<file path="config.mk">
export PLATFORM = sky130hd
export DESIGN_NAME = uart_frame_loader
export DESIGN_NICKNAME = d
export VERILOG_FILES = /design/src/rtl/uart_frame_loader.sv
export SDC_FILE = /design/constraint.sdc
export NUM_CORES = 2
export LEC_CHECK = 0
export BUFFER_PORTS_ARGS = -buffer_cell sky130_fd_sc_hd__buf_2
export CAP_MARGIN = 15
export CORE_ASPECT_RATIO = 0.75
export CORE_UTILIZATION = 45
export DETAILED_ROUTE_END_ITERATION = 8
export GPL_ROUTABILITY_DRIVEN = 0
export PLACE_DENSITY = 0.76
export SYNTH_ARGS = -nofsm -noshare
export SYNTH_HDL_FRONTEND = slang
export SYNTH_SLANG_ARGS = --single-unit
export TNS_END_PERCENT = 20
</file>
<file path="constraint.sdc">
create_clock -name clk -period 2.8 [get_ports clk]
set_clock_uncertainty 0.1 [all_clocks]
set_input_delay 0.56 -clock clk [delete_from_list [all_inputs] [get_ports clk]]
set_output_delay 0.56 -clock clk [all_outputs]
set_load 0.02 [all_outputs]
</file>
<file path="src/rtl/uart_frame_loader.sv">
// uart_frame_loader
//   Receives 8x8x8 light-cube frames over a UART 8N1 line and presents the
//   most recent complete, checksum-valid frame as one 512-bit word.
//   Frame format on the wire: SYNC_BYTE, 64 data bytes, XOR checksum of the
//   64 data bytes. Bytes are collected in a shadow buffer and copied to the
//   output register only after the checksum matches.
// Ports:
//   clk             system clock, rising edge
//   resetn          asynchronous active-low reset
//   rx              UART serial input, idle high, asynchronous to clk
//   frame_cube_flat current frame; byte k sits at [8*(63-k)+7 : 8*(63-k)]
//   frame_update    one-cycle pulse when frame_cube_flat takes a new frame
//   busy            high while a frame is in progress
//   err_cnt         saturating count of aborted frames
module uart_frame_loader #(
  parameter int         CLK_FREQ     = 100_000_000,
  parameter int         BAUD         = 115200,
  parameter logic [7:0] SYNC_BYTE    = 8'hA5,
  parameter int         TIMEOUT_BITS = 32
) (
  input  logic         clk,
  input  logic         resetn,
  input  logic         rx,
  output logic [511:0] frame_cube_flat,
  output logic         frame_update,
  output logic         busy,
  output logic [7:0]   err_cnt
);

  localparam logic [31:0] CLKS_PER_BIT = 32'(CLK_FREQ / BAUD);
  localparam logic [31:0] HALF_BIT     = 32'((CLK_FREQ / BAUD) / 2);
  localparam logic [31:0] TIMEOUT_CLKS = 32'(TIMEOUT_BITS * (CLK_FREQ / BAUD));

  localparam logic [1:0] RX_IDLE  = 2'd0;
  localparam logic [1:0] RX_START = 2'd1;
  localparam logic [1:0] RX_DATA  = 2'd2;
  localparam logic [1:0] RX_STOP  = 2'd3;

  localparam logic [1:0] F_WAIT_SYNC = 2'd0;
  localparam logic [1:0] F_DATA      = 2'd1;
  localparam logic [1:0] F_CHECK     = 2'd2;

  // Running XOR checksum step.
  function automatic logic [7:0] csum_step(input logic [7:0] acc, input logic [7:0] data);
    return acc ^ data;
  endfunction

  logic         rx_meta_r, rx_sync_r;
  logic [1:0]   rx_state_r;
  logic [31:0]  clk_cnt_r;
  logic [2:0]   bit_idx_r;
  logic [7:0]   shift_r;
  logic         byte_valid_r;
  logic [7:0]   byte_data_r;
  logic         frame_err_r;

  logic [1:0]   state_r, state_nxt_s;
  logic [5:0]   idx_r;
  logic [7:0]   csum_r;
  logic [511:0] shadow_r;
  logic [511:0] frame_r;
  logic         update_r;
  logic         busy_r;
  logic [7:0]   err_cnt_r;
  logic [31:0]  idle_cnt_r;
  logic         timeout_s;
  logic         start_s, store_s, load_s, abort_s;

  assign frame_cube_flat = frame_r;
  assign frame_update    = update_r;
  assign busy            = busy_r;
  assign err_cnt         = err_cnt_r;
  assign timeout_s       = (idle_cnt_r == TIMEOUT_CLKS);

  // Two-flop synchronizer for the asynchronous rx line; resets to idle-high.
  always_ff @(posedge clk or negedge resetn) begin
    if (!resetn) begin
      rx_meta_r <= 1'b1;
      rx_sync_r <= 1'b1;
    end else begin
      rx_meta_r <= rx;
      rx_sync_r <= rx_meta_r;
    end
  end

  // UART 8N1 receiver: mid-bit sampling, one-cycle byte_valid / frame_err pulses.
  always_ff @(posedge clk or negedge resetn) begin
    if (!resetn) begin
      rx_state_r   <= RX_IDLE;
      clk_cnt_r    <= 32'd0;
      bit_idx_r    <= 3'd0;
      shift_r      <= 8'd0;
      byte_valid_r <= 1'b0;
      byte_data_r  <= 8'd0;
      frame_err_r  <= 1'b0;
    end else begin
      byte_valid_r <= 1'b0;
      frame_err_r  <= 1'b0;
      case (rx_state_r)
        RX_IDLE: begin
          clk_cnt_r <= 32'd0;
          if (!rx_sync_r) rx_state_r <= RX_START;
        end
        RX_START: begin
          if (clk_cnt_r == HALF_BIT - 32'd1) begin
            clk_cnt_r  <= 32'd0;
            bit_idx_r  <= 3'd0;
            // A line that is high again at mid-start-bit was only a glitch.
            rx_state_r <= rx_sync_r ? RX_IDLE : RX_DATA;
          end else begin
            clk_cnt_r <= clk_cnt_r + 32'd1;
          end
        end
        RX_DATA: begin
          if (clk_cnt_r == CLKS_PER_BIT - 32'd1) begin
            clk_cnt_r <= 32'd0;
            shift_r   <= {rx_sync_r, shift_r[7:1]};
            bit_idx_r <= bit_idx_r + 3'd1;
            if (bit_idx_r == 3'd7) rx_state_r <= RX_STOP;
          end else begin
            clk_cnt_r <= clk_cnt_r + 32'd1;
          end
        end
        RX_STOP: begin
          if (clk_cnt_r == CLKS_PER_BIT - 32'd1) begin
            clk_cnt_r  <= 32'd0;
            rx_state_r <= RX_IDLE;
            if (rx_sync_r) begin
              byte_valid_r <= 1'b1;
              byte_data_r  <= shift_r;
            end else begin
              frame_err_r <= 1'b1;
            end
          end else begin
            clk_cnt_r <= clk_cnt_r + 32'd1;
          end
        end
        default: rx_state_r <= RX_IDLE;
      endcase
    end
  end

  // Framer next-state and action decode.
  always_comb begin
    state_nxt_s = state_r;
    start_s     = 1'b0;
    store_s     = 1'b0;
    load_s      = 1'b0;
    abort_s     = 1'b0;
    case (state_r)
      F_WAIT_SYNC: begin
        if (byte_valid_r && (byte_data_r == SYNC_BYTE)) begin
          start_s     = 1'b1;
          state_nxt_s = F_DATA;
        end else begin
          state_nxt_s = F_WAIT_SYNC;
        end
      end
      F_DATA: begin
        if (frame_err_r || (!byte_valid_r && timeout_s)) begin
          abort_s     = 1'b1;
          state_nxt_s = F_WAIT_SYNC;
        end else if (byte_valid_r) begin
          // A sync-valued byte here is ordinary data.
          store_s     = 1'b1;
          state_nxt_s = (idx_r == 6'd63) ? F_CHECK : F_DATA;
        end else begin
          state_nxt_s = F_DATA;
        end
      end
      F_CHECK: begin
        if (byte_valid_r && (byte_data_r == csum_r)) begin
          load_s      = 1'b1;
          state_nxt_s = F_WAIT_SYNC;
        end else if (byte_valid_r || frame_err_r || timeout_s) begin
          abort_s     = 1'b1;
          state_nxt_s = F_WAIT_SYNC;
        end else begin
          state_nxt_s = F_CHECK;
        end
      end
      default: state_nxt_s = F_WAIT_SYNC;
    endcase
  end

  // Framer state, shadow buffer, output register and error counter.
  always_ff @(posedge clk or negedge resetn) begin
    if (!resetn) begin
      state_r   <= F_WAIT_SYNC;
      idx_r     <= 6'd0;
      csum_r    <= 8'd0;
      shadow_r  <= 512'd0;
      frame_r   <= 512'd0;
      update_r  <= 1'b0;
      busy_r    <= 1'b0;
      err_cnt_r <= 8'd0;
    end else begin
      state_r  <= state_nxt_s;
      busy_r   <= (state_nxt_s != F_WAIT_SYNC);
      update_r <= load_s;
      if (start_s) begin
        idx_r  <= 6'd0;
        csum_r <= 8'd0;
      end else if (store_s) begin
        // Slot base 8*(63-idx): for a 6-bit idx, 63-idx is just ~idx.
        shadow_r[{~idx_r, 3'b000} +: 8] <= byte_data_r;
        csum_r <= csum_step(csum_r, byte_data_r);
        idx_r  <= idx_r + 6'd1;
      end
      if (load_s) frame_r <= shadow_r;
      if (abort_s && (err_cnt_r != 8'hFF)) err_cnt_r <= err_cnt_r + 8'd1;
    end
  end

  // Inter-byte idle counter; only meaningful while a frame is in progress.
  always_ff @(posedge clk or negedge resetn) begin
    if (!resetn) begin
      idle_cnt_r <= 32'd0;
    end else if ((state_r == F_WAIT_SYNC) || byte_valid_r || (rx_state_r != RX_IDLE)) begin
      idle_cnt_r <= 32'd0;
    end else if (!timeout_s) begin
      idle_cnt_r <= idle_cnt_r + 32'd1;
    end
  end

endmodule

</file>
==> metrics.txt <==
status=completed; leakage=0.0302 uW; Die Y=275 um; largest net degree at the start of global routing=103; Max Clk Rate=0.367 GHz; Hold Path Depth=0; P per Cell Area=578 nW/um^2; Die Wd=366 um; count leader, synth=nand2_1; crit-path max FO=10; Cells after Synth=4,042; CTS tree=yes; #FFs+latches synth=1,139; slew margin rel.=0.451; Routed WL=126,000 um; Yosys Warn Count=0; share of the synthesized area in the top cell type=0.638; layout cells sized above 1=0.314; RR Startpoint=idx_r[0]; Setup TNS=0 ns; via count=32,200; ranking of synthesized cells by area=dfrtp_1 (64%), nand2_1 (14%), mux2_2 (13%), clkbuf_1 (1.4%), nor2_1 (1.3%); HPWL after DPL=86,200 um; Placeable Area=97,700 um^2; Synth Net Count=4,059; Root Driver=clkbuf_16; Post-synth EDFFs=0; Total GRT Usage=0.250; Crit Path Class=flip-flop to flip-flop; # setup viols final=0; Final Hold Vio Count=0; Post-Syn Area per Cell=11.0 um^2; Final min period=2.72 ns; placed cell area=50,900 um^2; Syn-to-layout area delta=22.2%; vias per cell=5.25; fin area=54,500 um^2; Slew Viols, Final=0; crit-path most repeated cell=buf_4; commonest cells in the netlist=nand2_1 (1,635), dfrtp_1 (1,137), mux2_2 (505), clkbuf_1 (172), nor2_1 (149); worst slew pin tran=0.817 ns; Worst setup EP type=flip-flop; post-synthesis sequential area ratio=0.639; number of remaining DRC errors=0; Clock Pin Slew Worst Setup and Hold Paths=0.07 ns; RSZ-0062 raised after global routing=false; DR iter-0 viols=2,684; Critical path origin=idx_r[0]; r2r endpoint=shadow_r[198]; Starting Density=0.456; peak supply drop=426 uV; critical path arrival=3.20 ns; fin crit share=0.973; I/O Pins=525; crit path launch type=flip-flop; worst-skew pair later-pin latency=0.71 ns; Post-synth ARST share=1.00; drt pass-1 iters=5; Max Cap Viol=0; end-of-flow core utilization=0.558; Post-synth top flop=dfrtp_1; Inserted Clock Buffers=105; wire per inst=20.6 um; Hold Path Sink=rx_sync_r; crit-path cells=ha_1, buf_4, a21bo_2, a31oi_1, a2bb2oi_1, or3_4, buf_4, or2_1, buf_12, mux2_1; Yosys top cell by area=dfrtp_1; Worst EP required=3.28 ns; Die Area=100,000 um^2; initial antenna violation count=3; count of cell types in the netlist=56; Post-Syn Area=44,600 um^2; number of global-route vias before repair=32,100; clock sinks=1,139; slowest CP cell=dfrtp_1; number of routed nets with antenna violations=0; reg2reg path depth=10; I/O Buffers=524; grt ovf=0; Site Rows=99; CP peak stage delay=0.39 ns; CTS Buffer Depth=3; fillcell total=8,073; Final Net Count=4,744; Hold Crit Start=rx_meta_r; reg-to-reg slack, setup=0.08 ns; first-pass GRT wire length=191,000 um; Min-Delay Path Class=flip-flop to flip-flop; CTS H-Tree Depth=3
what timing repair did:
item | CTS | global route
hold buffers | 2 | 0
resized for setup | 4 | 7
cloned | 0 | 0
setup buffers | 0 | 0
endpoints found under the hold margin | 12 | 0
setup endpoints to repair | 50 | 271
worst max path at each step:
stage / cells past startpoint / to / slack, ns
2_1_floorplan: 10 / shadow_r[472] / -0.07
3_3_place_gp: 9 / shadow_r[251] / -0.04
3_5_place_dp: 8 / shadow_r[454] / -0.10
4_1_cts: 9 / shadow_r[193] / 0.0008
5_1_grt: 10 / shadow_r[26] / 0.001
6_report: 10 / shadow_r[198] / 0.08
worst max-delay path, delay by kind of cell, from the launching register on:
family	cells	cell delay, ns
AO/OA/AOI/OAI	3	0.71
buffers and inverters	3	0.46
flip-flops	1	0.39
AND/OR/NAND/NOR	2	0.35
multiplexers	1	0.33
adder cells (fa/ha/maj)	1	0.23
cells by family (layout without fill, tap and decap cells):
logic type	after synthesis	after routing	share of synthesized area
XOR/XNOR	89	89	0.0175
AO/OA/AOI/OAI	51	51	0.00698
adder cells (fa/ha/maj)	14	14	0.00393
other	0	2	0
buffers and inverters	208	980	0.0178
AND/OR/NAND/NOR	2022	2022	0.184
multiplexers	519	519	0.131
flip-flops	1139	1139	0.639
state kept, by name, summed over array words and instances, names as in the netlist, named ones only:
signal and count:
bit_idx_r 3, busy 1, byte_data_r 8, byte_valid_r 1
clk_cnt_r 32, csum_r 8, err_cnt 8, frame_cube_flat 512
frame_err_r 1, frame_update 1, idle_cnt_r 32, idx_r 6
rx_meta_r 1, rx_state_r 1, rx_sync_r 1, shadow_r 512
shift_r 8, state_r 2
metrics by stage:
step / setup slack (ns) / total power (uW) / instances / hold WS (ns)
global route: 0.00145 / 32400 / 6127 / 0.267
detailed placement: -0.101 / 17200 / 5931 / 0.262
finish: 0.0764 / 31500 / 6129 / 0.269
floorplan: -0.0738 / 16800 / 4042 / 0.164
CTS: 0.000835 / 31700 / 6127 / 0.266
global placement: -0.0392 / 17200 / 5931 / 0.264
layout make-up:
cell class / count / area [um^2] / area share
multi-input cells: 2695 / 15400 / 0.283
well taps: 1313 / 1640 / 0.0301
repair buffers: 766 / 5360 / 0.0983
flip-flops and latches: 1139 / 28500 / 0.523
inverters: 20 / 76.3 / 0.00140
diodes: 2 / 5.00 / 0.0000918
clock buffers: 155 / 3140 / 0.0576
clock inverters: 39 / 382 / 0.00700
layout by cell type, fill, tap and decap left out, types with 42 or more instances in the layout:
master     netlist  routed
nor2_1         149     149
xnor2_1         43      42
buf_12           0      72
buf_2           10     523
mux2_2         505     505
buf_4            0     167
nand2_1       1635    1635
dfrtp_1       1137    1129
xor2_1          46      44
clkbuf_16        0     108
per-layer routing:
metal | routed length, um | GRT usage | share of wire
met1 | 54700 | 0.348 | 0.43
met2 | 59800 | 0.397 | 0.47
met3 | 8310 | 0.0469 | 0.066
met4 | 3400 | 0.0798 | 0.027
met5 | 0 | 0 | 0
where the power goes:
part | internal (uW) | switching [uW]
clock | 8320 | 6330
sequential | 16500 | 1.61
combinational | 60.2 | 330
total | 24800 | 6660
Power figures use the tool's default switching activity.
